## src/rtl/axil_req_master_if.sv

```systemverilog
// Bundle of request/response port and AXI4-Lite master channels for axil_req_master.
// master modport is the view of the bridge; slave modport is the view of whatever drives it.
interface axil_req_master_if #(
    parameter int AW = 32
) ();
    logic          req_valid;
    logic          req_ready;
    logic          req_write;
    logic [AW-1:0] req_addr;
    logic [31:0]   req_wdata;
    logic [3:0]    req_wstrb;

    logic          rsp_valid;
    logic          rsp_ready;
    logic [31:0]   rsp_rdata;
    logic [1:0]    rsp_resp;
    logic          rsp_timeout;
    logic [15:0]   err_count;

    logic [AW-1:0] M_AXI_AWADDR;
    logic          M_AXI_AWVALID;
    logic [2:0]    M_AXI_AWPROT;
    logic          M_AXI_AWREADY;
    logic [31:0]   M_AXI_WDATA;
    logic [3:0]    M_AXI_WSTRB;
    logic          M_AXI_WVALID;
    logic          M_AXI_WREADY;
    logic [1:0]    M_AXI_BRESP;
    logic          M_AXI_BVALID;
    logic          M_AXI_BREADY;
    logic [AW-1:0] M_AXI_ARADDR;
    logic          M_AXI_ARVALID;
    logic [2:0]    M_AXI_ARPROT;
    logic          M_AXI_ARREADY;
    logic [31:0]   M_AXI_RDATA;
    logic [1:0]    M_AXI_RRESP;
    logic          M_AXI_RVALID;
    logic          M_AXI_RREADY;

    modport master (
        input  req_valid, req_write, req_addr, req_wdata, req_wstrb, rsp_ready,
        output req_ready, rsp_valid, rsp_rdata, rsp_resp, rsp_timeout, err_count,
        output M_AXI_AWADDR, M_AXI_AWVALID, M_AXI_AWPROT,
        input  M_AXI_AWREADY,
        output M_AXI_WDATA, M_AXI_WSTRB, M_AXI_WVALID,
        input  M_AXI_WREADY,
        input  M_AXI_BRESP, M_AXI_BVALID,
        output M_AXI_BREADY,
        output M_AXI_ARADDR, M_AXI_ARVALID, M_AXI_ARPROT,
        input  M_AXI_ARREADY,
        input  M_AXI_RDATA, M_AXI_RRESP, M_AXI_RVALID,
        output M_AXI_RREADY
    );

    modport slave (
        output req_valid, req_write, req_addr, req_wdata, req_wstrb, rsp_ready,
        input  req_ready, rsp_valid, rsp_rdata, rsp_resp, rsp_timeout, err_count,
        input  M_AXI_AWADDR, M_AXI_AWVALID, M_AXI_AWPROT,
        output M_AXI_AWREADY,
        input  M_AXI_WDATA, M_AXI_WSTRB, M_AXI_WVALID,
        output M_AXI_WREADY,
        output M_AXI_BRESP, M_AXI_BVALID,
        input  M_AXI_BREADY,
        input  M_AXI_ARADDR, M_AXI_ARVALID, M_AXI_ARPROT,
        output M_AXI_ARREADY,
        output M_AXI_RDATA, M_AXI_RRESP, M_AXI_RVALID,
        input  M_AXI_RREADY
    );
endinterface

```

## src/rtl/axil_req_master.sv

```systemverilog
// Single-outstanding AXI4-Lite master: one valid/ready request in, one valid/ready response out.
// Optional watchdog enabled by defining AXIL_TIMEOUT_EN.
module axil_req_master #(
    parameter int AW             = 32,
    parameter int TIMEOUT_CYCLES = 1024
) (
    input  logic              clk,
    input  logic              reset,
    axil_req_master_if.master bus
);
    typedef enum logic [2:0] {IDLE, WRITE, WAIT_B, READ, WAIT_R, RESP} state_t;

    state_t        state_q;
    logic          awvalid_q, wvalid_q, arvalid_q;
    logic          bready_q, rready_q;
    logic [AW-1:0] awaddr_q, araddr_q;
    logic [31:0]   wdata_q;
    logic [3:0]    wstrb_q;
    logic          rsp_valid_q;
    logic [31:0]   rsp_rdata_q;
    logic [1:0]    rsp_resp_q;
    logic [15:0]   err_count_q;
    logic          aw_done_d, w_done_d;

`ifdef AXIL_TIMEOUT_EN
    // B/R ready idle high so beats arriving after a watchdog abort are swallowed.
    localparam logic        IDLE_RDY   = 1'b1;
    localparam logic [15:0] WDOG_LIMIT = 16'(TIMEOUT_CYCLES - 1);
    logic [15:0] wdog_q;
    logic        rsp_timeout_q;
    logic        busy_d;
    assign busy_d = (state_q != IDLE) && (state_q != RESP);
`else
    localparam logic IDLE_RDY = 1'b0;
    logic [31:0] unused_timeout;
    assign unused_timeout = 32'(TIMEOUT_CYCLES);
`endif

    function automatic logic [15:0] sat_inc(input logic [15:0] cnt, input logic [1:0] resp);
        return ((resp != 2'b00) && (cnt != 16'hFFFF)) ? cnt + 16'd1 : cnt;
    endfunction

    assign aw_done_d = !awvalid_q || bus.M_AXI_AWREADY;
    assign w_done_d  = !wvalid_q  || bus.M_AXI_WREADY;

    always_ff @(posedge clk or posedge reset) begin
        if (reset) begin
            state_q       <= IDLE;
            awvalid_q     <= 1'b0;
            wvalid_q      <= 1'b0;
            arvalid_q     <= 1'b0;
            bready_q      <= 1'b0;
            rready_q      <= 1'b0;
            awaddr_q      <= '0;
            araddr_q      <= '0;
            wdata_q       <= '0;
            wstrb_q       <= '0;
            rsp_valid_q   <= 1'b0;
            rsp_rdata_q   <= '0;
            rsp_resp_q    <= '0;
            err_count_q   <= '0;
`ifdef AXIL_TIMEOUT_EN
            wdog_q        <= '0;
            rsp_timeout_q <= 1'b0;
`endif
        end else begin
            case (state_q)
                IDLE: begin
                    bready_q <= IDLE_RDY;
                    rready_q <= IDLE_RDY;
                    if (bus.req_valid) begin
                        bready_q <= 1'b0;
                        rready_q <= 1'b0;
                        if (bus.req_write) begin
                            awaddr_q  <= bus.req_addr;
                            wdata_q   <= bus.req_wdata;
                            wstrb_q   <= bus.req_wstrb;
                            awvalid_q <= 1'b1;
                            wvalid_q  <= 1'b1;
                            state_q   <= WRITE;
                        end else begin
                            araddr_q  <= bus.req_addr;
                            arvalid_q <= 1'b1;
                            state_q   <= READ;
                        end
                    end
                end
                WRITE: begin
                    // AW and W complete independently, in either order or together.
                    if (bus.M_AXI_AWREADY) awvalid_q <= 1'b0;
                    if (bus.M_AXI_WREADY)  wvalid_q  <= 1'b0;
                    if (aw_done_d && w_done_d) begin
                        bready_q <= 1'b1;
                        state_q  <= WAIT_B;
                    end
                end
                WAIT_B: begin
                    if (bus.M_AXI_BVALID) begin
                        rsp_resp_q  <= bus.M_AXI_BRESP;
                        rsp_rdata_q <= '0;
                        bready_q    <= 1'b0;
                        rsp_valid_q <= 1'b1;
                        err_count_q <= sat_inc(err_count_q, bus.M_AXI_BRESP);
                        state_q     <= RESP;
                    end
                end
                READ: begin
                    if (bus.M_AXI_ARREADY) begin
                        arvalid_q <= 1'b0;
                        rready_q  <= 1'b1;
                        state_q   <= WAIT_R;
                    end
                end
                WAIT_R: begin
                    if (bus.M_AXI_RVALID) begin
                        rsp_resp_q  <= bus.M_AXI_RRESP;
                        rsp_rdata_q <= bus.M_AXI_RDATA;
                        rready_q    <= 1'b0;
                        rsp_valid_q <= 1'b1;
                        err_count_q <= sat_inc(err_count_q, bus.M_AXI_RRESP);
                        state_q     <= RESP;
                    end
                end
                RESP: begin
                    if (bus.rsp_ready) begin
                        rsp_valid_q <= 1'b0;
                        bready_q    <= IDLE_RDY;
                        rready_q    <= IDLE_RDY;
`ifdef AXIL_TIMEOUT_EN
                        rsp_timeout_q <= 1'b0;
`endif
                        state_q     <= IDLE;
                    end
                end
                default: state_q <= IDLE;
            endcase
`ifdef AXIL_TIMEOUT_EN
            // Watchdog expiry overrides whatever the bus-phase logic decided this cycle.
            if (state_q == IDLE && bus.req_valid) begin
                wdog_q <= '0;
            end else if (busy_d) begin
                if (wdog_q == WDOG_LIMIT) begin
                    awvalid_q     <= 1'b0;
                    wvalid_q      <= 1'b0;
                    arvalid_q     <= 1'b0;
                    bready_q      <= 1'b0;
                    rready_q      <= 1'b0;
                    rsp_resp_q    <= 2'b10;
                    rsp_rdata_q   <= '0;
                    rsp_timeout_q <= 1'b1;
                    rsp_valid_q   <= 1'b1;
                    err_count_q   <= sat_inc(err_count_q, 2'b10);
                    state_q       <= RESP;
                end else begin
                    wdog_q <= wdog_q + 16'd1;
                end
            end
`endif
        end
    end

    assign bus.req_ready     = (state_q == IDLE);
    assign bus.rsp_valid     = rsp_valid_q;
    assign bus.rsp_rdata     = rsp_rdata_q;
    assign bus.rsp_resp      = rsp_resp_q;
    assign bus.err_count     = err_count_q;
`ifdef AXIL_TIMEOUT_EN
    assign bus.rsp_timeout   = rsp_timeout_q;
`else
    assign bus.rsp_timeout   = 1'b0;
`endif
    assign bus.M_AXI_AWADDR  = awaddr_q;
    assign bus.M_AXI_AWVALID = awvalid_q;
    assign bus.M_AXI_AWPROT  = 3'b000;
    assign bus.M_AXI_WDATA   = wdata_q;
    assign bus.M_AXI_WSTRB   = wstrb_q;
    assign bus.M_AXI_WVALID  = wvalid_q;
    assign bus.M_AXI_BREADY  = bready_q;
    assign bus.M_AXI_ARADDR  = araddr_q;
    assign bus.M_AXI_ARVALID = arvalid_q;
    assign bus.M_AXI_ARPROT  = 3'b000;
    assign bus.M_AXI_RREADY  = rready_q;
endmodule

```

## src/flat_wrapper.sv

```systemverilog
// flat-port wrapper written by rule: the top's interface ports become plain ports
module axil_req_master_flat 
#(
    parameter int AW             = 32,
    parameter int TIMEOUT_CYCLES = 1024
)
  (clk, reset, bus_req_valid, bus_req_write, bus_req_addr, bus_req_wdata, bus_req_wstrb, bus_rsp_ready, bus_req_ready, bus_rsp_valid, bus_rsp_rdata, bus_rsp_resp, bus_rsp_timeout, bus_err_count, bus_M_AXI_AWADDR, bus_M_AXI_AWVALID, bus_M_AXI_AWPROT, bus_M_AXI_AWREADY, bus_M_AXI_WDATA, bus_M_AXI_WSTRB, bus_M_AXI_WVALID, bus_M_AXI_WREADY, bus_M_AXI_BRESP, bus_M_AXI_BVALID, bus_M_AXI_BREADY, bus_M_AXI_ARADDR, bus_M_AXI_ARVALID, bus_M_AXI_ARPROT, bus_M_AXI_ARREADY, bus_M_AXI_RDATA, bus_M_AXI_RRESP, bus_M_AXI_RVALID, bus_M_AXI_RREADY);
  axil_req_master_if #(.AW(AW)) bus_i ();
  input  logic clk;
  input  logic reset;
  input wire logic [$bits(bus_i.req_valid)-1:0] bus_req_valid;
  input wire logic [$bits(bus_i.req_write)-1:0] bus_req_write;
  input wire logic [$bits(bus_i.req_addr)-1:0] bus_req_addr;
  input wire logic [$bits(bus_i.req_wdata)-1:0] bus_req_wdata;
  input wire logic [$bits(bus_i.req_wstrb)-1:0] bus_req_wstrb;
  input wire logic [$bits(bus_i.rsp_ready)-1:0] bus_rsp_ready;
  output wire logic [$bits(bus_i.req_ready)-1:0] bus_req_ready;
  output wire logic [$bits(bus_i.rsp_valid)-1:0] bus_rsp_valid;
  output wire logic [$bits(bus_i.rsp_rdata)-1:0] bus_rsp_rdata;
  output wire logic [$bits(bus_i.rsp_resp)-1:0] bus_rsp_resp;
  output wire logic [$bits(bus_i.rsp_timeout)-1:0] bus_rsp_timeout;
  output wire logic [$bits(bus_i.err_count)-1:0] bus_err_count;
  output wire logic [$bits(bus_i.M_AXI_AWADDR)-1:0] bus_M_AXI_AWADDR;
  output wire logic [$bits(bus_i.M_AXI_AWVALID)-1:0] bus_M_AXI_AWVALID;
  output wire logic [$bits(bus_i.M_AXI_AWPROT)-1:0] bus_M_AXI_AWPROT;
  input wire logic [$bits(bus_i.M_AXI_AWREADY)-1:0] bus_M_AXI_AWREADY;
  output wire logic [$bits(bus_i.M_AXI_WDATA)-1:0] bus_M_AXI_WDATA;
  output wire logic [$bits(bus_i.M_AXI_WSTRB)-1:0] bus_M_AXI_WSTRB;
  output wire logic [$bits(bus_i.M_AXI_WVALID)-1:0] bus_M_AXI_WVALID;
  input wire logic [$bits(bus_i.M_AXI_WREADY)-1:0] bus_M_AXI_WREADY;
  input wire logic [$bits(bus_i.M_AXI_BRESP)-1:0] bus_M_AXI_BRESP;
  input wire logic [$bits(bus_i.M_AXI_BVALID)-1:0] bus_M_AXI_BVALID;
  output wire logic [$bits(bus_i.M_AXI_BREADY)-1:0] bus_M_AXI_BREADY;
  output wire logic [$bits(bus_i.M_AXI_ARADDR)-1:0] bus_M_AXI_ARADDR;
  output wire logic [$bits(bus_i.M_AXI_ARVALID)-1:0] bus_M_AXI_ARVALID;
  output wire logic [$bits(bus_i.M_AXI_ARPROT)-1:0] bus_M_AXI_ARPROT;
  input wire logic [$bits(bus_i.M_AXI_ARREADY)-1:0] bus_M_AXI_ARREADY;
  input wire logic [$bits(bus_i.M_AXI_RDATA)-1:0] bus_M_AXI_RDATA;
  input wire logic [$bits(bus_i.M_AXI_RRESP)-1:0] bus_M_AXI_RRESP;
  input wire logic [$bits(bus_i.M_AXI_RVALID)-1:0] bus_M_AXI_RVALID;
  output wire logic [$bits(bus_i.M_AXI_RREADY)-1:0] bus_M_AXI_RREADY;
  assign bus_i.req_valid = bus_req_valid;
  assign bus_i.req_write = bus_req_write;
  assign bus_i.req_addr = bus_req_addr;
  assign bus_i.req_wdata = bus_req_wdata;
  assign bus_i.req_wstrb = bus_req_wstrb;
  assign bus_i.rsp_ready = bus_rsp_ready;
  assign bus_req_ready = bus_i.req_ready;
  assign bus_rsp_valid = bus_i.rsp_valid;
  assign bus_rsp_rdata = bus_i.rsp_rdata;
  assign bus_rsp_resp = bus_i.rsp_resp;
  assign bus_rsp_timeout = bus_i.rsp_timeout;
  assign bus_err_count = bus_i.err_count;
  assign bus_M_AXI_AWADDR = bus_i.M_AXI_AWADDR;
  assign bus_M_AXI_AWVALID = bus_i.M_AXI_AWVALID;
  assign bus_M_AXI_AWPROT = bus_i.M_AXI_AWPROT;
  assign bus_i.M_AXI_AWREADY = bus_M_AXI_AWREADY;
  assign bus_M_AXI_WDATA = bus_i.M_AXI_WDATA;
  assign bus_M_AXI_WSTRB = bus_i.M_AXI_WSTRB;
  assign bus_M_AXI_WVALID = bus_i.M_AXI_WVALID;
  assign bus_i.M_AXI_WREADY = bus_M_AXI_WREADY;
  assign bus_i.M_AXI_BRESP = bus_M_AXI_BRESP;
  assign bus_i.M_AXI_BVALID = bus_M_AXI_BVALID;
  assign bus_M_AXI_BREADY = bus_i.M_AXI_BREADY;
  assign bus_M_AXI_ARADDR = bus_i.M_AXI_ARADDR;
  assign bus_M_AXI_ARVALID = bus_i.M_AXI_ARVALID;
  assign bus_M_AXI_ARPROT = bus_i.M_AXI_ARPROT;
  assign bus_i.M_AXI_ARREADY = bus_M_AXI_ARREADY;
  assign bus_i.M_AXI_RDATA = bus_M_AXI_RDATA;
  assign bus_i.M_AXI_RRESP = bus_M_AXI_RRESP;
  assign bus_i.M_AXI_RVALID = bus_M_AXI_RVALID;
  assign bus_M_AXI_RREADY = bus_i.M_AXI_RREADY;
  axil_req_master #(.AW(AW), .TIMEOUT_CYCLES(TIMEOUT_CYCLES)) u_core (.clk(clk), .reset(reset), .bus(bus_i));
endmodule
```

## config.mk

```make
export PLATFORM = sky130hd
export DESIGN_NAME = axil_req_master_flat
export DESIGN_NICKNAME = d
export VERILOG_FILES = /design/src/rtl/axil_req_master_if.sv /design/src/rtl/axil_req_master.sv /design/src/flat_wrapper.sv
export SDC_FILE = /design/constraint.sdc
export NUM_CORES = 1
export LEC_CHECK = 0
export ABC_CLOCK_PERIOD_IN_PS = 7200
export CELL_PAD_IN_SITES_DETAIL_PLACEMENT = 0
export CELL_PAD_IN_SITES_GLOBAL_PLACEMENT = 1
export CORE_MARGIN = 1.5
export CORE_UTILIZATION = 33
export CTS_CLUSTER_DIAMETER = 120
export CTS_CLUSTER_SIZE = 25
export DETAILED_ROUTE_END_ITERATION = 10
export PLACE_DENSITY = 0.85
export SLEW_MARGIN = 20
export SYNTH_ARGS = -nofsm -noshare
export SYNTH_HDL_FRONTEND = slang
export SYNTH_SLANG_ARGS = --single-unit
```

## constraint.sdc

```tcl
create_clock -name clk -period 7.2 [get_ports clk]
set_clock_uncertainty 0.2 [all_clocks]
set_input_delay 1.44 -clock clk [delete_from_list [all_inputs] [get_ports clk]]
set_output_delay 1.44 -clock clk [all_outputs]
set_load 0.05 [all_outputs]
```

Yosys cells after proc, flatten, opt, wreduce, memory -nomap -nowiden

Index checks and enable logic that the tools add are counted.

Equal/unequal tests: 18
Bitwise gates (word level): 1
Multiplexer cells: 39
Reduce and logical (&&, ||, !) cells: 27
Add/subtract/negate cells: 1

Operators by type and width:

| cell                                                   | count |
|---|---|
| two-way mux 16 bit                                     | 4 |
| two-way mux 32 bit                                     | 2 |
| case mux 32 bit (2 select lines)                       | 1 |
| case mux 16 bit (2 select lines)                       | 1 |
| AND reduction 4 bit                                    | 6 |
| two-way mux 3 bit                                      | 6 |
| inequality test 2 bit (second input constant)          | 9 |
| case mux 3 bit (6 select lines)                        | 1 |
| adder 16 x 1 -> 16 bit (second input constant)         | 1 |
| inequality test 16 bit (second input constant)         | 1 |
| two-way mux 1 bit                                      | 14 |
| nonzero test 2 bit                                     | 5 |
| AND reduction 3 bit                                    | 3 |
| case mux 1 bit (4 select lines)                        | 2 |
| nonzero test 4 bit                                     | 2 |
| equality test 3 x 2 -> 1 bit (second input constant)   | 2 |
| equality test 3 bit (second input constant)            | 2 |
| two-way mux 2 bit                                      | 3 |
| inequality test 2 x 1 -> 1 bit (second input constant) | 3 |
| case mux 1 bit (2 select lines)                        | 3 |
| AND reduction 6 bit                                    | 1 |
| AND reduction 5 bit                                    | 1 |
| case mux 2 bit (2 select lines)                        | 1 |
| equality test 3 x 1 -> 1 bit (second input constant)   | 1 |
| 7 further kinds                                        | 11 |

Bits in registers: 159
Input port bits: 114
Output and inout port bits: 164
Logic and storage cells: 100

Longest topological paths before layout

Gate-level depths: netlist of the first run.

Word-level depth: 5
Mapped depth: 8
Depth with buffers taken out: 5

Worst setup path before layout of the first run

Ideal clock, no wire load.

Path type: reg2out
Start: register u_core.state_q[1]
End: output port bus_req_ready
Slack: 3.975 ns
Buffers on the path: 0
Required time: 5.560 ns
Cell stages (with the launch flop): 2
Arrival time: 1.585 ns
Cells stage by stage: dfrtp_1 -> nor3_1

Longest elaborated chain between the ends: 1

Ends and longest elaborated chain:

| what                   | line                   | RTL |
|---|---|---|
| start, declared        | axil_req_master.sv:13  | `state_t state_q;` |
| start signal, assigned | axil_req_master.sv:48  | `state_q <= IDLE;` |
| start signal, assigned | axil_req_master.sv:80  | `state_q <= WRITE;` |
| start signal, assigned | axil_req_master.sv:84  | `state_q <= READ;` |
| zero test 3 bit        | axil_req_master.sv:162 | `assign bus.req_ready = (state_q == IDLE);` |
| end, declared          | flat_wrapper.sv:17     | `output wire logic [$bits(bus_i.req_ready)-1:0] bus_req_ready;` |

No other way between the ends.

Worst setup path in the final report of the first run

Same ends and word-level chain as after synthesis.

==> flow_summary.json, run 1 <==
{
  "status": "complete, no violations",
  "worstSetupPathType": "reg -> out",
  "clock-sinks": 159,
  "ys.warnings.count": 0,
  "via_per_inst": 4.54,
  "post_cts_buffers": 0,
  "ys_ff_latch": 159,
  "place_congestion": 0.795,
  "path_max_fanout": 16,
  "seq_area_frac_synth_pct": 61.3,
  "yosysTopAreaCellShare_pct": 61.3,
  "grt_max_degree": 71,
  "p_leak_nw": 4.17,
  "fp-row-count": 51,
  "crit_buf_inv": 1,
  "utilization_pct": 51.7,
  "grt_pass1_wl_mm": 24.5,
  "worstMarginPinSlew_ns": 1.10,
  "numPortBuffers": 270,
  "fillers": 1766,
  "drive_above_1_share_pct": 19.8,
  "synth.largest_area_cell": "dfrtp_1",
  "crit_chain": "nor3_1, clkdlybuf4s50_1",
  "drc": 0,
  "grt_overflow": 0,
  "clk_pin_slew_worst_paths_ns": 0.06,
  "grt_usage_pct": 15.4,
  "relSlewSlack_pct": 26.3,
  "dp_hpwl_mm": 11.4,
  "ant_nets": 0,
  "setup_slack_ns": 3.28,
  "setup-violations-final": 0,
  "fin_tns_setup_ns": 0,
  "stdcell_area_sq_um": 10000,
  "start_kind": "register",
  "synth_common_cells": "159 x dfrtp_1, 102 x mux2_2, 77 x nand2_1",
  "yosysUniqueCellTypes": 41,
  "synthCells": 508,
  "syn-mean-instance-area_sq_um": 12.8,
  "antenna_found_initial": 0,
  "async_reset_ff_share_pct": 100,
  "ios": 278,
  "drt_pass1_iterations": 4,
  "synth_edf_count": 0,
  "wl_per_cell_microns": 15.3,
  "cts_buffer_depth": 2,
  "die_area_sq_um": 20500,
  "power.density_nw_per_um2": 536,
  "vias": 4775,
  "cts_tree": "built",
  "post-place-ws_ns": 2.94,
  "fp.dieW_microns": 143,
  "cts-root-buf": "clkbuf_16",
  "syn_area_sq_um": 6490,
  "postCtsHoldBufs": 0,
  "diodes": 0,
  "cp.required_ns": 5.56,
  "rsz0062_at_grt": "no",
  "initial_core_util_pct": 33.4,
  "totalWireLength_mm": 16.1,
  "core_area_sq_um": 19400,
  "crit_arrival_ns": 2.28,
  "max_freq_mhz": 255,
  "grt_pass1_vias": 4688,
  "cp_slowest_stage_delay_ns": 0.90,
  "clkLatencyLatePin_ns": 0.41,
  "irDropWorstVdd_mv": 0.244,
  "cts_resized": 0,
  "crit_path_end_kind": "primary output",
  "final_max_slew_viol_count": 0,
  "cts_buffers": 17,
  "htreeDepth": 4,
  "synth_most_common_cell": "dfrtp_1",
  "slowest_stage": "clkdlybuf4s50_1",
  "synthTopCellsByArea": "dfrtp_1 61%, mux2_2 18%, nand2_1 4.5%",
  "nets": 889,
  "period_share_pct": 54.4,
  "die_y_microns": 143,
  "max-cap-violations": 0,
  "hold_viol_final": 0,
  "min_period_ns": 3.92,
  "syn_to_final_growth_pct": 54.7,
  "place_area_sq_um": 9420,
  "holdWs_ns": 0.279,
  "crit_family": "buffers and inverters",
  "hold_class": "reg -> reg",
  "synth_top_flop_cell": "dfrtp_1",
  "first_iter_violations": 172
}
==> metal layers <==
layer | global-route usage [%] | part of all wire (%) | vias to the layer above
met5 | 0 | 0 | -
met4 | 5.48 | 1.8 | 0
met3 | 5.13 | 7.6 | 20
met2 | 25.6 | 49 | 169
met1 | 18.5 | 41 | 2302
li1 | - | - | 2284
==> power by group <==
group          internal, mW  switching (mW)  total [mW]  leakage [nW]
clock                 0.549           0.383       0.933         0.298
combinational          1.03            1.90        2.94          1.89
sequential             1.29           0.225        1.51          1.98
==> registers in the layout, indices dropped and copies added, names as in the netlist, 2 cells and up <==
signal                   flops
u_core.bus.M_AXI_ARADDR     32
u_core.bus.err_count        16
u_core.bus.M_AXI_AWADDR     32
u_core.bus.rsp_resp          2
u_core.bus.M_AXI_WSTRB       4
u_core.bus.M_AXI_WDATA      32
u_core.state_q               3
u_core.bus.rsp_rdata        32
==> worst reg2reg max path: cells and delay by family, from the launching register on <==
kind / cells / cell delay, ns
buffers and inverters: 1 / 0.50
AO/OA/AOI/OAI: 1 / 0.22
AND/OR/NAND/NOR: 3 / 1.22
multiplexers: 1 / 0.32
flip-flops: 1 / 0.56
==> layout make-up <==
class | count | area [sq um] | area share (%)
flip-flops and latches | 159 | 3980 | 39.6
repair buffers | 276 | 2750 | 27.4
multi-input cells | 314 | 2340 | 23.3
clock buffers | 20 | 467 | 4.65
well taps | 265 | 332 | 3.30
clock inverters | 12 | 146 | 1.46
inverters | 6 | 27.5 | 0.274
==> logic make-up after synthesis <==
kind of cell,Yosys count,synth area share (%)
buf+inv,41,3.11
flops,159,61.3
simple gates,130,10.1
compound gates,58,5.34
other cells,1,0.0578
fa+ha+maj,1,0.193
xor+xnor,14,1.89
mux,104,18.0
==> per-stage QoR <==
| step | cells | power (mW) |
|---|---|---|
| floorplan | 514 | 3.47 |
| global placement | 1020 | 4.45 |
| detailed placement | 1020 | 4.49 |
| CTS | 1052 | 5.44 |
| global route | 1052 | 5.63 |
| finish | 1052 | 5.38 |
==> path summary, 6_finish.rpt <==
check / start / endpoint / slack [ns] / depth (start not counted)
setup / recovery: u_core.state_q[1] / bus_req_ready / 3.28 / 2
hold / removal: u_core.bus.rsp_rdata[24] / u_core.bus.rsp_rdata[24] / 0.28 / 2
setup reg to reg: u_core.state_q[1] / u_core.bus.err_count[1] / 4.09 / 6
hold reg to reg: u_core.bus.rsp_rdata[24] / u_core.bus.rsp_rdata[24] / 0.28 / 2
max in group asynchronous: reset / u_core.bus.M_AXI_WDATA[21] / 4.45 / 3
min in group asynchronous: reset / u_core.bus.M_AXI_ARADDR[12] / 1.24 / 2
==> layout by cell type (no fill, tap or decap), types with 3 or more instances in the layout <==
| cell | Yosys | layout |
|---|---|---|
| nand2b_1 | 6 | 6 |
| nand4_1 | 6 | 6 |
| buf_4 | 7 | 6 |
| clkbuf_8 | 0 | 3 |
| mux2_2 | 102 | 102 |
| nor2_1 | 6 | 5 |
| o21ai_0 | 42 | 42 |
| clkdlybuf4s50_1 | 0 | 270 |
| nor3_1 | 6 | 5 |
| nor3_2 | 8 | 9 |
| inv_1 | 6 | 5 |
| conb_1 | 1 | 7 |
| dfrtp_1 | 159 | 159 |
| nand2_1 | 77 | 77 |
| xor2_1 | 14 | 14 |
| nor4_1 | 3 | 3 |
| clkbuf_16 | 0 | 17 |
| inv_6 | 0 | 6 |
| nand3_1 | 4 | 4 |
| a21oi_1 | 4 | 4 |
Power figures use the tool's default switching activity.
==> inputs of run 2 (changes only) <==
--- a/config.mk
+++ b/config.mk
@@ -5,7 +5,7 @@
 export SDC_FILE = /design/constraint.sdc
 export NUM_CORES = 1
 export LEC_CHECK = 0
-export ABC_CLOCK_PERIOD_IN_PS = 7200
+export ABC_CLOCK_PERIOD_IN_PS = 3720
 export CELL_PAD_IN_SITES_DETAIL_PLACEMENT = 0
 export CELL_PAD_IN_SITES_GLOBAL_PLACEMENT = 1
 export CORE_MARGIN = 1.5
==> constraint.sdc (replaced) <==
create_clock -name clk -period 3.72 [get_ports clk]
set_clock_uncertainty 0.2 [all_clocks]
set_input_delay 0.744 -clock clk [delete_from_list [all_inputs] [get_ports clk]]
set_output_delay 0.744 -clock clk [all_outputs]
set_load 0.05 [all_outputs]
==> run 2 against run 1 <==
- core utilization rose by 0.45 points
- final area rose by 0.86%
- via count barely moved
- combinational power rose by 96%
- non-clock buffer count rose by 5
- flip-flop and latch count did not move
- critical path depth did not move
- first-iteration DRC count fell by 5.2%
- count of clock-buffer cells in the layout fell by 1
- setup slack got worse by 2.7 ns
==> flow_summary.json, run 2 (synthesized netlist as in run 1, its figures left out) <==
{
  "status": "complete, no violations",
  "grt_max_degree": 95,
  "crit_arrival_ns": 2.21,
  "ant_nets": 0,
  "start_kind": "register",
  "hp-start": "u_core.bus.rsp_rdata[25]",
  "cts-root-buf": "clkbuf_16",
  "clkLatencyLatePin_ns": 0.41,
  "r2r-start": "u_core.state_q[1]",
  "cts_tree": "built",
  "crit_family": "buffers and inverters",
  "max-cap-violations": 0,
  "final_max_slew_viol_count": 0,
  "grt_pass1_wl_mm": 25.4,
  "startpoint": "u_core.state_q[1]",
  "cts_resized": 0,
  "drive_above_1_share_pct": 20.1,
  "ios": 278,
  "layout_commonest_cell": "clkdlybuf4s50_1",
  "clk_pin_slew_worst_paths_ns": 0.06,
  "grt_usage_pct": 16.1,
  "relSlewSlack_pct": 44.2,
  "crit_path_end_kind": "primary output",
  "diodes": 0,
  "hold_class": "reg -> reg",
  "p_leak_nw": 4.20,
  "vias": 4771,
  "worstSetupPathType": "reg -> out",
  "cts_buffers": 17,
  "drc": 0,
  "wl_per_cell_microns": 15.4,
  "cts_buffer_depth": 2,
  "power_switching_mw": 4.85,
  "clock-sinks": 159,
  "fp.dieW_microns": 143,
  "final_cell_mix": "270 x clkdlybuf4s50_1, 159 x dfrtp_1, 102 x mux2_2",
  "worstMarginPinSlew_ns": 0.838,
  "die_y_microns": 143,
  "syn_to_final_growth_pct": 56.1,
  "totalWireLength_mm": 16.3,
  "crit_chain": "nor3_1, clkdlybuf4s50_1",
  "hold_viol_final": 0,
  "postCtsHoldBufs": 0,
  "cp.required_ns": 2.78,
  "min_period_ns": 3.16,
  "fp-row-count": 51,
  "irDropWorstVdd_mv": 0.444,
  "power.density_nw_per_um2": 1030,
  "holdWs_ns": 0.277,
  "place_congestion": 0.738,
  "drt_pass1_iterations": 4,
  "initial_core_util_pct": 33.4,
  "cell_internal_pwr_mw": 5.60,
  "cp_slowest_stage_delay_ns": 0.90,
  "core_area_sq_um": 19400,
  "grt_overflow": 0,
  "crit_buf_inv": 1,
  "combinationalPowerShare_pct": 55.0,
  "fin_tns_setup_ns": 0,
  "rsz0062_at_grt": "no",
  "p_clk_share_pct": 17.2,
  "setup-violations-final": 0,
  "path_max_fanout": 16,
  "slowest_stage": "clkdlybuf4s50_1",
  "sequentialPowerShare_pct": 27.8,
  "die_area_sq_um": 20500,
  "via_per_inst": 4.52,
  "post_cts_buffers": 0,
  "numPortBuffers": 270,
  "antenna_found_initial": 0,
  "max_freq_mhz": 317,
  "dp_hpwl_mm": 11.7,
  "htreeDepth": 4,
  "nets": 894,
  "switching_share_pct": 46.4,
  "first_iter_violations": 163,
  "grt_pass1_vias": 4728,
  "period_share_pct": 84.8
}
run 2: changes by cell type in the layout (fill, tap and decap cells not counted), sizes merged:
cell / change
buf: +5
bufinv: +1
inv: -4
clkbuf: -1
clkinv: +2
clkinvlp: +1
run 2: worst paths after layout:
check	slack, ns	depth (start not counted)	end
min	0.28	2	u_core.bus.rsp_rdata[25]
max in group asynchronous	1.96	3	u_core.bus.M_AXI_AWADDR[6]
min in group asynchronous	0.61	3	u_core.bus.rsp_rdata[19]
max	0.56	2	bus_req_ready
max reg2reg	1.05	5	u_core.bus.err_count[14]
min reg2reg	0.28	2	u_core.bus.rsp_rdata[25]
run 2: through the flow:
stage	util, %	total power [mW]	instance area, sq um	cells	setup WS [ns]
final	52.2	10.4	10100	1056	0.564
after global routing	52.2	11.0	10100	1056	0.420
after CTS	52.2	10.6	10100	1056	0.532
after detailed placement	49.1	8.73	9520	1025	0.548
after global placement	49.1	8.67	9520	1025	0.546
after floorplan	-	6.71	6510	514	0.607
run 2: power groups by stage:
stage          registers [mW]  logic, mW  clock network [mW]
2_1_floorplan            5.53       1.17                   0
3_3_place_gp             2.91       5.76                   0
3_5_place_dp             2.94       5.79                   0
4_1_cts                  2.92       5.80                1.85
5_1_grt                  3.02       6.01                1.93
6_report                 2.91       5.75                1.80
run 2: final cells by class:
type / instances / area [sq um]
Sequential cell: 159 / 3980
Fill cell: 1745 / 9280
Multi-Input combinational cell: 314 / 2340
Inverter: 6 / 26.3
Timing Repair Buffer: 281 / 2850
Clock inverter: 12 / 158
Clock buffer: 19 / 443
Tap cell: 265 / 332
run 2: metal layers:
metal	track usage, %	up-vias	part of all wire, %
met5	0	-	0
met4	6.35	0	2.2
met3	5.40	24	7.4
met2	26.2	156	49
met1	19.7	2295	41
li1	-	2296	-
run 2: worst register-to-register path: stages, from the launching register on:
cell,delay [ns]
dfrtp_1,0.62
and2b_2,0.29
a32oi_4,0.12
or3_1,0.69
nor3_1,0.30
mux2_2,0.35
==> inputs of run 3 (changes only) <==
--- a/config.mk
+++ b/config.mk
@@ -5,7 +5,7 @@
 export SDC_FILE = /design/constraint.sdc
 export NUM_CORES = 1
 export LEC_CHECK = 0
-export ABC_CLOCK_PERIOD_IN_PS = 3720
+export ABC_CLOCK_PERIOD_IN_PS = 3100
 export CELL_PAD_IN_SITES_DETAIL_PLACEMENT = 0
 export CELL_PAD_IN_SITES_GLOBAL_PLACEMENT = 1
 export CORE_MARGIN = 1.5
==> constraint.sdc (replaced) <==
create_clock -name clk -period 3.1 [get_ports clk]
set_clock_uncertainty 0.2 [all_clocks]
set_input_delay 0.62 -clock clk [delete_from_list [all_inputs] [get_ports clk]]
set_output_delay 0.62 -clock clk [all_outputs]
set_load 0.05 [all_outputs]
==> run 3 against run 2 <==
- core utilization grew 0.14 points
- first-iteration DRC count grew 9.8%
- sequential share of layout area shrank 0.10 points
- combinational power grew 21%
- global-route usage grew 0.066 points
- routed wire length grew 1.9%
==> flow_summary.json, run 3 (synthesized netlist as in run 1, its figures left out) <==
{
  "slowest_stage": "clkdlybuf4s50_1",
  "via_per_inst": 4.55,
  "power.density_nw_per_um2": 1240,
  "p_leak_nw": 4.21,
  "fin_tns_setup_ns": 0,
  "nets": 894,
  "path_max_fanout": 13,
  "fillers": 1716,
  "die_y_microns": 143,
  "layout_commonest_cell": "clkdlybuf4s50_1",
  "crit_arrival_ns": 2.05,
  "relSlewSlack_pct": 61.5,
  "irDropWorstVdd_mv": 0.680,
  "max_freq_mhz": 348,
  "drive_above_1_share_pct": 20.3,
  "cts_buffer_depth": 2,
  "crit_chain": "nor3_2, clkdlybuf4s50_1",
  "cp_slowest_stage_delay_ns": 0.88,
  "clkLatencyLatePin_ns": 0.41,
  "first_iter_violations": 179,
  "hold_viol_final": 0,
  "diodes": 0,
  "clk_pin_slew_worst_paths_ns": 0.07,
  "drt_pass1_iterations": 4,
  "fp-row-count": 51,
  "period_share_pct": 92.7,
  "start_kind": "register",
  "total_power_mw": 12.6,
  "setup_slack_ns": 0.226,
  "post-place-ws_ns": 0.205,
  "crit_path_end_kind": "primary output",
  "multiInputGateArea_sq_um": 2340,
  "cts_resized": 0,
  "max-cap-violations": 0,
  "wl_per_cell_microns": 15.7,
  "htreeDepth": 4,
  "syn_to_final_growth_pct": 56.5,
  "ant_nets": 0,
  "final_cell_mix": "270 x clkdlybuf4s50_1, 159 x dfrtp_1, 102 x mux2_2",
  "vias": 4813,
  "cts_buffers": 17,
  "place_area_sq_um": 9530,
  "clock-sinks": 159,
  "numPortBuffers": 270,
  "r2r-start": "u_core.state_q[2]",
  "totalWireLength_mm": 16.6,
  "register_area_sq_um": 3980,
  "hold_class": "reg -> reg",
  "rsz0062_at_grt": "no",
  "dp_hpwl_mm": 11.7,
  "final_max_slew_viol_count": 0,
  "grt_pass1_vias": 4776,
  "postCtsHoldBufs": 0,
  "stdcell_area_sq_um": 10100,
  "grt_usage_pct": 16.2,
  "cts_tree": "built",
  "cts-root-buf": "clkbuf_16",
  "drc": 0,
  "post_cts_buffers": 0,
  "ios": 278,
  "cp.required_ns": 2.28,
  "holdWs_ns": 0.279,
  "status": "complete, no violations",
  "fp.dieW_microns": 143,
  "initial_core_util_pct": 33.4,
  "place_congestion": 0.744,
  "startpoint": "u_core.state_q[2]",
  "core_area_sq_um": 19400,
  "grt_pass1_wl_mm": 25.6,
  "grt_overflow": 0,
  "setup-violations-final": 0,
  "min_period_ns": 2.87,
  "worstMarginPinSlew_ns": 0.577,
  "hp-start": "u_core.bus.rsp_rdata[21]",
  "worstSetupPathType": "reg -> out",
  "grt_max_degree": 104,
  "antenna_found_initial": 0,
  "die_area_sq_um": 20500
}
[run 3: cell types whose count changed in the layout (fill, tap and decap cells not counted), sizes merged]
cell	change
clkinvlp	+1
[run 3: worst paths after layout]
| check | slack, ns | depth (start not counted) | endpoint |
|---|---|---|---|
| max | 0.23 | 2 | bus_req_ready |
| min | 0.28 | 2 | u_core.bus.rsp_rdata[21] |
| max reg2reg | 0.54 | 5 | u_core.bus.err_count[14] |
| min reg2reg | 0.28 | 2 | u_core.bus.rsp_rdata[21] |
| max in group asynchronous | 1.72 | 3 | u_core.bus.M_AXI_ARADDR[23] |
| min in group asynchronous | 0.47 | 3 | u_core.bus.M_AXI_WDATA[30] |
[run 3: where the power goes]
| part | switching [mW] | internal [mW] |
|---|---|---|
| clock network | 0.902 | 1.31 |
| registers | 0.490 | 2.99 |
| logic | 4.48 | 2.45 |
| total | 5.87 | 6.74 |
[run 3: through the flow]
stage | cells | util [%]
6_report | 1057 | 52.3
5_1_grt | 1057 | 52.3
4_1_cts | 1057 | 52.3
3_5_place_dp | 1025 | 49.1
3_3_place_gp | 1025 | 49.1
2_1_floorplan | 514 | -
[run 3: layout make-up]
cell class | instances | area share (%)
clock inverters | 13 | 1.76
multi-input cells | 314 | 23.1
well taps | 265 | 3.27
inverters | 6 | 0.259
clock buffers | 19 | 4.36
flip-flops and latches | 159 | 39.2
repair buffers | 281 | 28.1
[run 3: layer usage]
metal  global-route usage (%)  wire [microns]  vias to the layer above
met2                     26.8            8260                      162
met5                        0               0                        -
met3                     5.80            1370                       10
met4                     4.67             181                        0
li1                         -               -                     2281
met1                     19.8            6790                     2360
[run 3: critical path, delay by kind of cell (launching register included)]
family	cells	cell delay, ns
buffers and inverters	1	0.88
and+or+nand+nor	1	0.23
DFF	1	0.53
